### src/rtl/ulpi_config_seq_if.sv
// rtl/ulpi_config_seq_if.sv - ULPI register-access engine bus between config sequencer and engine
interface ulpi_config_seq_if;
  logic       DIR;
  logic       busy;
  logic [7:0] REG_DATA_OUT;
  logic       WD;
  logic       RD;
  logic [5:0] ADDR;
  logic [7:0] REG_DATA_IN;

  modport master (
    input  DIR, busy, REG_DATA_OUT,
    output WD, RD, ADDR, REG_DATA_IN
  );

  modport slave (
    output DIR, busy, REG_DATA_OUT,
    input  WD, RD, ADDR, REG_DATA_IN
  );
endinterface

### src/rtl/ulpi_config_seq.sv
// rtl/ulpi_config_seq.sv - ULPI PHY startup register write/verify sequencer
module ulpi_config_seq #(
  parameter logic [15:0] STARTUP_CYCLES = 16'd600,
  parameter logic [7:0]  TIMEOUT        = 8'd255,
  parameter int          RETRIES        = 2
) (
  input  logic                    clk,
  input  logic                    rst,
  input  logic                    start,
  ulpi_config_seq_if.master       bus,
  output logic                    active,
  output logic                    done,
  output logic                    error,
  output logic [1:0]              err_index
);

  localparam logic [7:0] RETRY_LIMIT = 8'(RETRIES);
  localparam logic [1:0] LAST_INDEX  = 2'd2;

  typedef enum logic [3:0] {
    S_IDLE,
    S_STARTUP,
    S_ISSUE_WR,
    S_WAIT_WR,
    S_ISSUE_RD,
    S_WAIT_RD,
    S_CHECK,
    S_DONE,
    S_ERROR
  } state_t;

  // Register table: Function Control, OTG Control, Interface Control
  function automatic logic [5:0] tbl_addr(input logic [1:0] i);
    case (i)
      2'd0:    tbl_addr = 6'h04;
      2'd1:    tbl_addr = 6'h0A;
      default: tbl_addr = 6'h07;
    endcase
  endfunction

  function automatic logic [7:0] tbl_data(input logic [1:0] i);
    case (i)
      2'd0:    tbl_data = 8'h48;
      default: tbl_data = 8'h00;
    endcase
  endfunction

  state_t      state_q, state_d;
  logic [1:0]  idx_q, idx_d;
  logic [7:0]  retry_q, retry_d;
  logic [15:0] dly_q, dly_d;
  logic [7:0]  tmo_q, tmo_d;
  logic        seen_q, seen_d;
  logic [7:0]  rdata_q, rdata_d;
  logic [5:0]  addr_q, addr_d;
  logic [7:0]  wdata_q, wdata_d;
  logic [1:0]  err_idx_q, err_idx_d;
  logic        wd, rd;

  // State and datapath registers; reset aborts any access in flight
  always_ff @(posedge clk) begin
    if (!rst) begin
      state_q   <= S_IDLE;
      idx_q     <= '0;
      retry_q   <= '0;
      dly_q     <= '0;
      tmo_q     <= '0;
      seen_q    <= 1'b0;
      rdata_q   <= '0;
      addr_q    <= '0;
      wdata_q   <= '0;
      err_idx_q <= '0;
    end else begin
      state_q   <= state_d;
      idx_q     <= idx_d;
      retry_q   <= retry_d;
      dly_q     <= dly_d;
      tmo_q     <= tmo_d;
      seen_q    <= seen_d;
      rdata_q   <= rdata_d;
      addr_q    <= addr_d;
      wdata_q   <= wdata_d;
      err_idx_q <= err_idx_d;
    end
  end

  // Next-state logic, one-cycle request strobes and per-access bookkeeping
  always_comb begin
    state_d   = state_q;
    idx_d     = idx_q;
    retry_d   = retry_q;
    dly_d     = dly_q;
    tmo_d     = tmo_q;
    seen_d    = seen_q;
    rdata_d   = rdata_q;
    addr_d    = addr_q;
    wdata_d   = wdata_q;
    err_idx_d = err_idx_q;
    wd        = 1'b0;
    rd        = 1'b0;

    case (state_q)
      S_IDLE, S_DONE, S_ERROR: begin
        if (start) begin
          state_d   = S_STARTUP;
          idx_d     = '0;
          retry_d   = '0;
          err_idx_d = '0;
          dly_d     = STARTUP_CYCLES;
        end
      end

      S_STARTUP: begin
        if (dly_q == '0) state_d = S_ISSUE_WR;
        else             dly_d   = dly_q - 16'd1;
      end

      S_ISSUE_WR: begin
        tmo_d = tmo_q - 8'd1;
        if (tmo_q <= 8'd1) begin
          state_d = S_ERROR;
        end else if (!bus.DIR && !bus.busy) begin
          wd      = 1'b1;
          seen_d  = 1'b0;
          state_d = S_WAIT_WR;
        end
      end

      S_WAIT_WR: begin
        tmo_d = tmo_q - 8'd1;
        if (tmo_q <= 8'd1)               state_d = S_ERROR;
        else if (seen_q && !bus.busy)    state_d = S_ISSUE_RD;
        else if (bus.busy)               seen_d  = 1'b1;
      end

      S_ISSUE_RD: begin
        tmo_d = tmo_q - 8'd1;
        if (tmo_q <= 8'd1) begin
          state_d = S_ERROR;
        end else if (!bus.DIR && !bus.busy) begin
          rd      = 1'b1;
          seen_d  = 1'b0;
          state_d = S_WAIT_RD;
        end
      end

      S_WAIT_RD: begin
        tmo_d = tmo_q - 8'd1;
        if (tmo_q <= 8'd1) begin
          state_d = S_ERROR;
        end else if (seen_q && !bus.busy) begin
          rdata_d = bus.REG_DATA_OUT;
          state_d = S_CHECK;
        end else if (bus.busy) begin
          seen_d = 1'b1;
        end
      end

      S_CHECK: begin
        if (rdata_q == tbl_data(idx_q)) begin
          if (idx_q == LAST_INDEX) begin
            state_d = S_DONE;
          end else begin
            idx_d   = idx_q + 2'd1;
            retry_d = '0;
            state_d = S_ISSUE_WR;
          end
        end else if (retry_q < RETRY_LIMIT) begin
          retry_d = retry_q + 8'd1;
          state_d = S_ISSUE_WR;
        end else begin
          state_d = S_ERROR;
        end
      end

      default: state_d = S_IDLE;
    endcase

    // Each new access gets a fresh timeout; the write also latches its table entry
    if (state_d == S_ISSUE_WR && state_q != S_ISSUE_WR) begin
      tmo_d   = TIMEOUT;
      addr_d  = tbl_addr(idx_d);
      wdata_d = tbl_data(idx_d);
    end
    if (state_d == S_ISSUE_RD && state_q != S_ISSUE_RD) begin
      tmo_d = TIMEOUT;
    end
    if (state_d == S_ERROR && state_q != S_ERROR) begin
      err_idx_d = idx_q;
    end
  end

  assign bus.WD          = wd;
  assign bus.RD          = rd;
  assign bus.ADDR        = addr_q;
  assign bus.REG_DATA_IN = wdata_q;
  assign active          = (state_q != S_IDLE) && (state_q != S_DONE) && (state_q != S_ERROR);
  assign done            = (state_q == S_DONE);
  assign error           = (state_q == S_ERROR);
  assign err_index       = err_idx_q;

endmodule

### src/flat_wrapper.sv
// flat-port wrapper written by rule: the top's interface ports become plain ports
module ulpi_config_seq_flat 
#(
  parameter logic [15:0] STARTUP_CYCLES = 16'd600,
  parameter logic [7:0]  TIMEOUT        = 8'd255,
  parameter int          RETRIES        = 2
)
  (clk, rst, start, active, done, error, err_index, bus_DIR, bus_busy, bus_REG_DATA_OUT, bus_WD, bus_RD, bus_ADDR, bus_REG_DATA_IN);
  ulpi_config_seq_if bus_i ();
  input  logic clk;
  input  logic rst;
  input  logic start;
  output logic active;
  output logic done;
  output logic error;
  output logic [1:0] err_index;
  input wire logic [$bits(bus_i.DIR)-1:0] bus_DIR;
  input wire logic [$bits(bus_i.busy)-1:0] bus_busy;
  input wire logic [$bits(bus_i.REG_DATA_OUT)-1:0] bus_REG_DATA_OUT;
  output wire logic [$bits(bus_i.WD)-1:0] bus_WD;
  output wire logic [$bits(bus_i.RD)-1:0] bus_RD;
  output wire logic [$bits(bus_i.ADDR)-1:0] bus_ADDR;
  output wire logic [$bits(bus_i.REG_DATA_IN)-1:0] bus_REG_DATA_IN;
  assign bus_i.DIR = bus_DIR;
  assign bus_i.busy = bus_busy;
  assign bus_i.REG_DATA_OUT = bus_REG_DATA_OUT;
  assign bus_WD = bus_i.WD;
  assign bus_RD = bus_i.RD;
  assign bus_ADDR = bus_i.ADDR;
  assign bus_REG_DATA_IN = bus_i.REG_DATA_IN;
  ulpi_config_seq #(.STARTUP_CYCLES(STARTUP_CYCLES), .TIMEOUT(TIMEOUT), .RETRIES(RETRIES)) u_core (.clk(clk), .rst(rst), .start(start), .bus(bus_i), .active(active), .done(done), .error(error), .err_index(err_index));
endmodule
### config.mk
export PLATFORM = sky130hd
export DESIGN_NAME = ulpi_config_seq_flat
export DESIGN_NICKNAME = d
export VERILOG_FILES = /design/src/rtl/ulpi_config_seq_if.sv /design/src/rtl/ulpi_config_seq.sv /design/src/flat_wrapper.sv
export SDC_FILE = /design/constraint.sdc
export NUM_CORES = 1
export LEC_CHECK = 0
export CAP_MARGIN = 5
export CORE_MARGIN = 2
export CORE_UTILIZATION = 60
export CTS_BUF_LIST = sky130_fd_sc_hd__clkbuf_16
export DETAILED_ROUTE_END_ITERATION = 8
export PLACE_DENSITY = 0.95
export SLEW_MARGIN = 10
export SYNTH_ARGS = -nofsm -noshare
export SYNTH_HDL_FRONTEND = slang
export SYNTH_SLANG_ARGS = --single-unit
### constraint.sdc
create_clock -name clk -period 4.72 [get_ports clk]
set_input_delay 0.944 -clock clk [delete_from_list [all_inputs] [get_ports clk]]
set_output_delay 0.944 -clock clk [all_outputs]
set_load 0.01 [all_outputs]
## Yosys cells after proc, flatten, opt, wreduce, memory -nomap -nowiden

Index checks and enable logic that the tools add are counted.

- Add/subtract/negate cells: 4
- Multiply operators: 0
- Div/mod/pow operators: 0
- $lt $le $gt $ge: 2
- Equal/unequal tests: 27
- Shifts and indexed selects: 0
- Muxes and demuxes: 46
- Bitwise gates (word level): 1
- Reductions and logical operators: 29

Operators with widths:

| operator | count |
|---|---|
| 8-bit two-way mux | 8 |
| 4-bit two-way mux | 12 |
| 16-bit two-way mux | 2 |
| 16-bit one-hot mux with 2 select lines | 1 |
| 4-bit one-hot mux with 7 select lines | 1 |
| 4-bit by 3-bit equality test with 1-bit output (second input constant) | 5 |
| 16-bit zero test | 1 |
| 8-bit one-hot mux with 2 select lines | 1 |
| 16-bit by 1-bit subtractor with 16-bit output (second input constant) | 1 |
| 7-bit two-way mux | 2 |
| 4-bit by 2-bit equality test with 1-bit output (second input constant) | 3 |
| 2-bit two-way mux | 6 |
| 2-bit != test (second input constant) | 5 |
| 2-bit nonzero test | 5 |
| 1-bit two-way mux | 9 |
| 8-bit by 1-bit adder with 8-bit output (second input constant) | 1 |
| 4-bit equality test (second input constant) | 2 |
| 8-bit equality test | 1 |
| 8-bit by 1-bit less-or-equal comparator with 1-bit output (second input constant) | 1 |
| 8-bit by 2-bit less-than comparator with 1-bit output (second input constant) | 1 |
| 4-bit by 3-bit != test with 1-bit output (second input constant) | 2 |
| 4-bit one-hot mux with 2 select lines | 1 |
| 8-bit by 1-bit subtractor with 8-bit output (second input constant) | 1 |
| 1-bit logical AND | 7 |
| 25 further kinds | 30 |

- Register bits: 63
- Latch bits: 0
- Memory bits (writable): 0
- Memory bits (read-only): 0
- Input port bits: 13
- Word-level logic and storage cells: 119
- Memories kept: 0

## Longest topological paths before layout

Gate-level depths: netlist (run 1).

- Word-level depth: 10
- Gate-level depth with buffers: 9
- Mapped depth without buffers: 8

## Worst setup path after synthesis (run 1)

Ideal clock, no wire load.

- Path type: register -> output
- Start point: reg u_core.tmo_q[0]
- End point: out bus_WD
- Arrival: 1.551 ns
- Required time: 3.776 ns
- Setup slack: 2.225 ns
- Cell stages (with the launch flop): 7
- Path buffers: 1
- Path through: dfxtp_1 -> inv_1 -> ha_1 -> o21ba_2 -> and3_1 -> buf_2 -> nor4_1

- Cells in the longest elaborated chain, start to end: 3

Ends and longest elaborated chain:

| element | RTL line | RTL |
|---|---|---|
| start: declaration | ulpi_config_seq.sv:52 | `logic [7:0] tmo_q, tmo_d;` |
| start signal: assignment | ulpi_config_seq.sv:78 | `tmo_q <= tmo_d;` |
| 8-bit by 1-bit less-or-equal comparator with 1-bit output | ulpi_config_seq.sv:120 | `if (tmo_q <= 8'd1) begin` |
| 1-bit two-way mux | ulpi_config_seq.sv:120 |  |
| 1-bit two-way mux | ulpi_config_seq.sv:102 | `case (state_q)` |
| end: declaration | flat_wrapper.sv:20 | `output wire logic [$bits(bus_i.WD)-1:0] bus_WD;` |

Every way passes these cells.

## Worst setup path in the final report (run 1)

Same ends and word-level chain as after synthesis.

==> results of run 1 <==
worst max-delay path: cells and delay by family, from the launching register on:
kind | cells | cell delay (ns)
adder cells (fa/ha/maj) | 1 | 0.24
AO/OA/AOI/OAI | 1 | 0.22
buffers and inverters | 2 | 0.67
AND/OR/NAND/NOR | 2 | 0.55
flip-flops | 1 | 0.38
cell type report:
cell class	count	area, um2
Timing Repair Buffer	25	250
Sequential cell	54	1080
Tap cell	52	65.1
Clock inverter	3	47.5
Multi-Input combinational cell	240	1580
Fill cell	320	1250
Inverter	13	48.8
Clock buffer	5	125
power groups by stage:
stage	Clock [mW]	Combinational [mW]	Sequential (mW)
after global placement	0	0.411	0.571
final	0.427	0.441	0.566
after global routing	0.446	0.489	0.574
after detailed placement	0	0.430	0.575
after floorplan	0	0.363	0.558
after CTS	0.428	0.436	0.564
registers in the layout (all words and copies together) (netlist names):
| name | cells |
|---|---|
| u_core.dly_q | 16 |
| u_core.rdata_q | 8 |
| u_core.retry_q | 8 |
| u_core.tmo_q | 8 |
| u_core.bus.ADDR | 4 |
| u_core.state_q | 4 |
| u_core.err_index | 2 |
| u_core.idx_q | 2 |
| u_core.bus.REG_DATA_IN | 1 |
| u_core.seen_q | 1 |
logic make-up after synthesis:
group / count (synthesis) / share of synthesized area
compound gates: 68 / 0.155
xor+xnor: 16 / 0.0498
fa+ha+maj: 6 / 0.0267
buf+inv: 36 / 0.0636
flops: 54 / 0.384
mux: 13 / 0.0472
other cells: 1 / 0.00133
simple gates: 129 / 0.272
routing by layer:
metal / wire length, um / vias up / track usage
met5: 0 / - / 0
met4: 170 / 0 / 0.0905
met3: 315 / 15 / 0.0500
met2: 3240 / 91 / 0.438
met1: 2650 / 1217 / 0.306
li1: - / 1195 / -
path summary, 6_finish.rpt:
check | startpoint | end | slack (ns) | depth (start not counted)
worst min register to register | u_core.err_index[0]$_SDFFE_PN0P_ | u_core.err_index[0]$_SDFFE_PN0P_ | 0.47 | 2
worst max-delay path | u_core.tmo_q[0]$_SDFFE_PN0P_ | bus_WD | 1.43 | 6
worst max register to register | u_core.dly_q[3]$_SDFFE_PN0P_ | u_core.bus.ADDR[1]$_SDFFE_PN0P_ | 1.89 | 6
worst min-delay path | u_core.err_index[0]$_SDFFE_PN0P_ | u_core.err_index[0]$_SDFFE_PN0P_ | 0.47 | 2
layout by cell type, fill, tap and decap left out, drive strengths merged, types with 8 or more instances in the layout:
master and n:
clkdlybuf4s50 25, nor2 38, and3 8, inv 13
a21oi 22, a31oi 13, o21ai 11, nand3 14
nor3 8, xor2 9, dfxtp 54, nand2 10
conb 8, nor4 8, or3 8, mux2i 11
==> impl_metrics.json, run 1 <==
{
  "preCtsSetupSlack_ns": 1.46,
  "crit_path_top_delay_cell": "clkdlybuf4s50_1",
  "dieArea_mm2": 0.00525,
  "grt_use_total": 0.251,
  "worstPathMaxFanout": 8,
  "drv_cap": 0,
  "avgSynthCellArea_um2": 8.71,
  "dpl_cell_area_mm2": 0.00302,
  "netlist_instances": 323,
  "maxSlewHeadroom": 0.313,
  "leakagePower_nw": 1.15,
  "p_total_mw": 1.43,
  "nets": 358,
  "grt_pass1_wl_um": 10400,
  "timing.hold.ws_ns": 0.474,
  "cts_buffers": 5,
  "synth_common_cells": "dfxtp_1 (54), nor2_1 (38), a21oi_1 (22)",
  "start_util": 0.633,
  "drc": 0,
  "std_cell_rows": 24,
  "drive_above_1_share": 0.0735,
  "cp_data_arrival_time_ns": 2.35,
  "crit_chain": "inv_1, ha_1, o21ba_2, and3_1, nor4_1, clkdlybuf4s50_1",
  "yosysTopAreaCell": "dfxtp_1",
  "combPwrFrac": 0.308,
  "ys_ff_latch": 54,
  "yosysTopAreaCellShare": 0.384,
  "fin_setup_tns_ns": 0,
  "io_pins": 34,
  "synth_edf_count": 0,
  "clk_latency_ns": 0.30,
  "fp.coreArea_mm2": 0.00444,
  "post_cts_buffers": 0,
  "synth.distinct_cells": 60,
  "root_buffer": "clkbuf_16",
  "netlist_area_mm2": 0.00281,
  "initialDrtViolationCount": 221,
  "port_buffers": 25,
  "grt_setup_unrepaired": "no",
  "cts_tree": "built",
  "clkPwrFrac": 0.298,
  "clock_skew_ns": 0.00588,
  "powerDensity_mw_per_mm2": 448,
  "post_cts_resized": 0,
  "postRouteAntennaNets": 0,
  "fin_ws_ns": 1.43,
  "worst_slew_pin_slew_ns": 1.03,
  "timing.final.crit_period_ns": 3.29,
  "seqPwrFrac": 0.395,
  "clock_sinks": 54,
  "synth-seq-area-share": 0.384,
  "hold_class": "register to register",
  "fmax_mhz": 304,
  "maxSlewViolCount": 0,
  "wl_per_cell_um": 16.3,
  "cts.htree.levels": 2,
  "clockBufferDepth": 2,
  "die_w_um": 72.5,
  "postCtsHoldBufs": 0,
  "final_util": 0.719,
  "path_clk_slew_ns": 0.07,
  "ir_drop_mv": 0.289,
  "antenna_found_initial": 0,
  "async_reset_ff_frac": 0,
  "grt_pass1_vias": 2322,
  "post-route-period-util": 0.698,
  "place_congestion": 0.837,
  "die_h_um": 72.5,
  "via_per_inst": 6.42,
  "antenna_cells": 0,
  "drt_pass1_iterations": 4,
  "setup_violations": 0,
  "yosysMostFrequentCell": "dfxtp_1",
  "fin_area_mm2": 0.00320,
  "place_inst": 384,
  "drt-total-wl_um": 6370,
  "stdcell_count": 392,
  "finalHoldViolations": 0,
  "startpoint_type": "register",
  "ys_top_cells_by_area": "dfxtp_1 (38%), nor2_1 (5.1%), a21oi_1 (3.9%)",
  "areaGrowthSynthToFinish_pct": 13.7,
  "grt_overflow": 0,
  "switching_share": 0.340,
  "intPower_uw": 947,
  "hpwl_um": 4460,
  "worst-setup-path-type": "register to primary output",
  "synth_warnings": 0,
  "synth-main-ff-cell": "dfxtp_1",
  "critPathCaptureType": "primary output",
  "required_ns": 3.78,
  "status": "finished, final reports clean",
  "grt_start_max_net_pins": 34,
  "p_sw_uw": 487,
  "vias": 2518,
  "cpPeakStageDelay_ns": 0.59
}
Note: power is estimated with default switching activity, not from simulation.
==> run 2, diff against run 1 <==
Settings changed: CORE_UTILIZATION 60 to 50, PLACE_DENSITY 0.95 to 0.87.
Clock period 4.72 ns to 2.7 ns, I/O delays scaled along.
==> run 2 against run 1 <==
Combinational power increased by 90%; clock-buffer cell count unchanged; via count increased by 0.68%; utilization decreased by 10 points; setup slack got worse by 1.3 ns; largest cell class unchanged; sequential power increased by 73%; die area increased by 19%; first-iteration DRC count decreased by 5.9%; hold slack got worse by 0.014 ns; clock power increased by 72%.
==> impl_metrics.json, run 2 (same netlist as run 1, synthesis figures left out) <==
{
  "status": "finished, final reports clean",
  "clock_sinks": 54,
  "die_w_um": 79,
  "drc": 0,
  "path_clk_slew_ns": 0.07,
  "post-route-period-util": 0.968,
  "finalHoldViolations": 0,
  "clockBufferDepth": 2,
  "n_fill_cell": 472,
  "start_util": 0.514,
  "antenna_cells": 0,
  "fp.coreArea_mm2": 0.00547,
  "place_congestion": 0.802,
  "grt_pass1_vias": 2448,
  "io_pins": 34,
  "grt_setup_unrepaired": "no",
  "worst-setup-path-type": "register to primary output",
  "nets": 376,
  "root_buffer": "clkbuf_16",
  "hold_class": "register to register",
  "layout_common_cells": "dfxtp_1 (54), nor2_1 (38), clkdlybuf4s50_1 (24)",
  "cts_tree": "built",
  "worst_slew_pin_slew_ns": 0.785,
  "p_total_mw": 2.55,
  "drt-total-wl_um": 6510,
  "crit_path_top_delay_cell": "clkdlybuf4s50_1",
  "fmax_mhz": 383,
  "startpoint_type": "register",
  "crit_chain": "buf_4, nor3_1, and2_1, clkdlybuf4s50_1",
  "grt_use_total": 0.220,
  "largest-register": "u_core.dly_q",
  "drive_above_1_share": 0.123,
  "leakagePower_nw": 1.25,
  "hpwl_um": 4700,
  "worstPathMaxFanout": 10,
  "drt_pass1_iterations": 4,
  "cts_buffers": 5,
  "required_ns": 2.16,
  "fin_setup_tns_ns": 0,
  "largest_reg_flops": 16,
  "die_h_um": 79,
  "cp_top_family": "simple AND/OR/NAND/NOR gates",
  "timing.final.crit_period_ns": 2.61,
  "port_buffers": 25,
  "grt_pass1_wl_um": 11000,
  "drv_cap": 0,
  "postCtsHoldBufs": 0,
  "powerDensity_mw_per_mm2": 759,
  "postRouteAntennaNets": 0,
  "ir_drop_mv": 0.473,
  "final_common_cell": "dfxtp_1",
  "maxSlewHeadroom": 0.473,
  "setup_violations": 0,
  "areaGrowthSynthToFinish_pct": 19.7,
  "cp_data_arrival_time_ns": 2.07,
  "fin_ws_ns": 0.0877,
  "preCtsSetupSlack_ns": 0.0950,
  "dieArea_mm2": 0.00624,
  "std_cell_rows": 27,
  "grt_start_max_net_pins": 25,
  "wl_per_cell_um": 15.1,
  "via_per_inst": 5.90,
  "r2r_slack_ns": 0.12,
  "antenna_found_initial": 0,
  "cp.buffers_inverters": 2,
  "vias": 2535,
  "critPathCaptureType": "primary output",
  "clock_skew_ns": 0.00634,
  "cpPeakStageDelay_ns": 0.55,
  "clk_latency_ns": 0.30,
  "cts.htree.levels": 2,
  "initialDrtViolationCount": 208,
  "maxSlewViolCount": 0,
  "grt_overflow": 0
}
-- run 2: changes by cell type in the layout (fill, tap and decap cells not counted), sizes merged --
cell	change
dlygate4sd2	+1
clkdlybuf4s50	-1
buf	+18
-- run 2: cell type report --
type	count	area [um2]	share of cell area
repair buffers	43	397	0.118
inverters	13	48.8	0.0145
well taps	72	90.1	0.0268
clock buffers	5	125	0.0372
flip-flops and latches	54	1080	0.321
clock inverters	3	43.8	0.0130
multi-input cells	240	1580	0.470
-- run 2: timing repair --
| item | in CTS | in global routing |
|---|---|---|
| cloned | 0 | 0 |
| endpoints found under the setup margin | 1 | 2 |
| resized for setup | 1 | 1 |
| buffers inserted | 0 | 0 |
-- run 2: routing by layer --
layer  global-route usage  wire, um  vias to the layer above
li1                     -         -                     1231
met1                0.274      2820                     1214
met2                0.375      3230                       74
met3               0.0455       303                       16
met4               0.0793       152                        0
met5                    0         0                        -
-- run 2: worst min-delay path: cells and delay by family (launching register included) --
kind          cells  cell delay, ns
flops             1            0.31
buf+inv           1            0.06
simple gates      1            0.05
-- run 2: final timing paths --
| kind | endpoint | start | cells past startpoint |
|---|---|---|---|
| max | error | u_core.state_q[1]$_SDFF_PN0_ | 4 |
| min | u_core.retry_q[6]$_SDFFE_PN0P_ | u_core.retry_q[6]$_SDFFE_PN0P_ | 2 |
| max reg2reg | u_core.bus.ADDR[1]$_SDFFE_PN0P_ | u_core.dly_q[0]$_SDFFE_PN0P_ | 8 |
| min reg2reg | u_core.retry_q[6]$_SDFFE_PN0P_ | u_core.retry_q[6]$_SDFFE_PN0P_ | 2 |
-- run 2: per-stage QoR --
step                      cells  hold WS (ns)  cell area [um2]   util
after global routing        430         0.483             3370  0.615
after floorplan             330         0.421             2840      -
after detailed placement    422         0.452             3200  0.584
final                       430         0.460             3370  0.615
after global placement      422         0.441             3200  0.584
after CTS                   430         0.462             3360  0.615
-- run 2: power by group --
part / total (mW) / switching [mW] / internal [mW]
combinational: 0.839 / 0.465 / 0.374
clock: 0.736 / 0.296 / 0.439
sequential: 0.979 / 0.0889 / 0.890
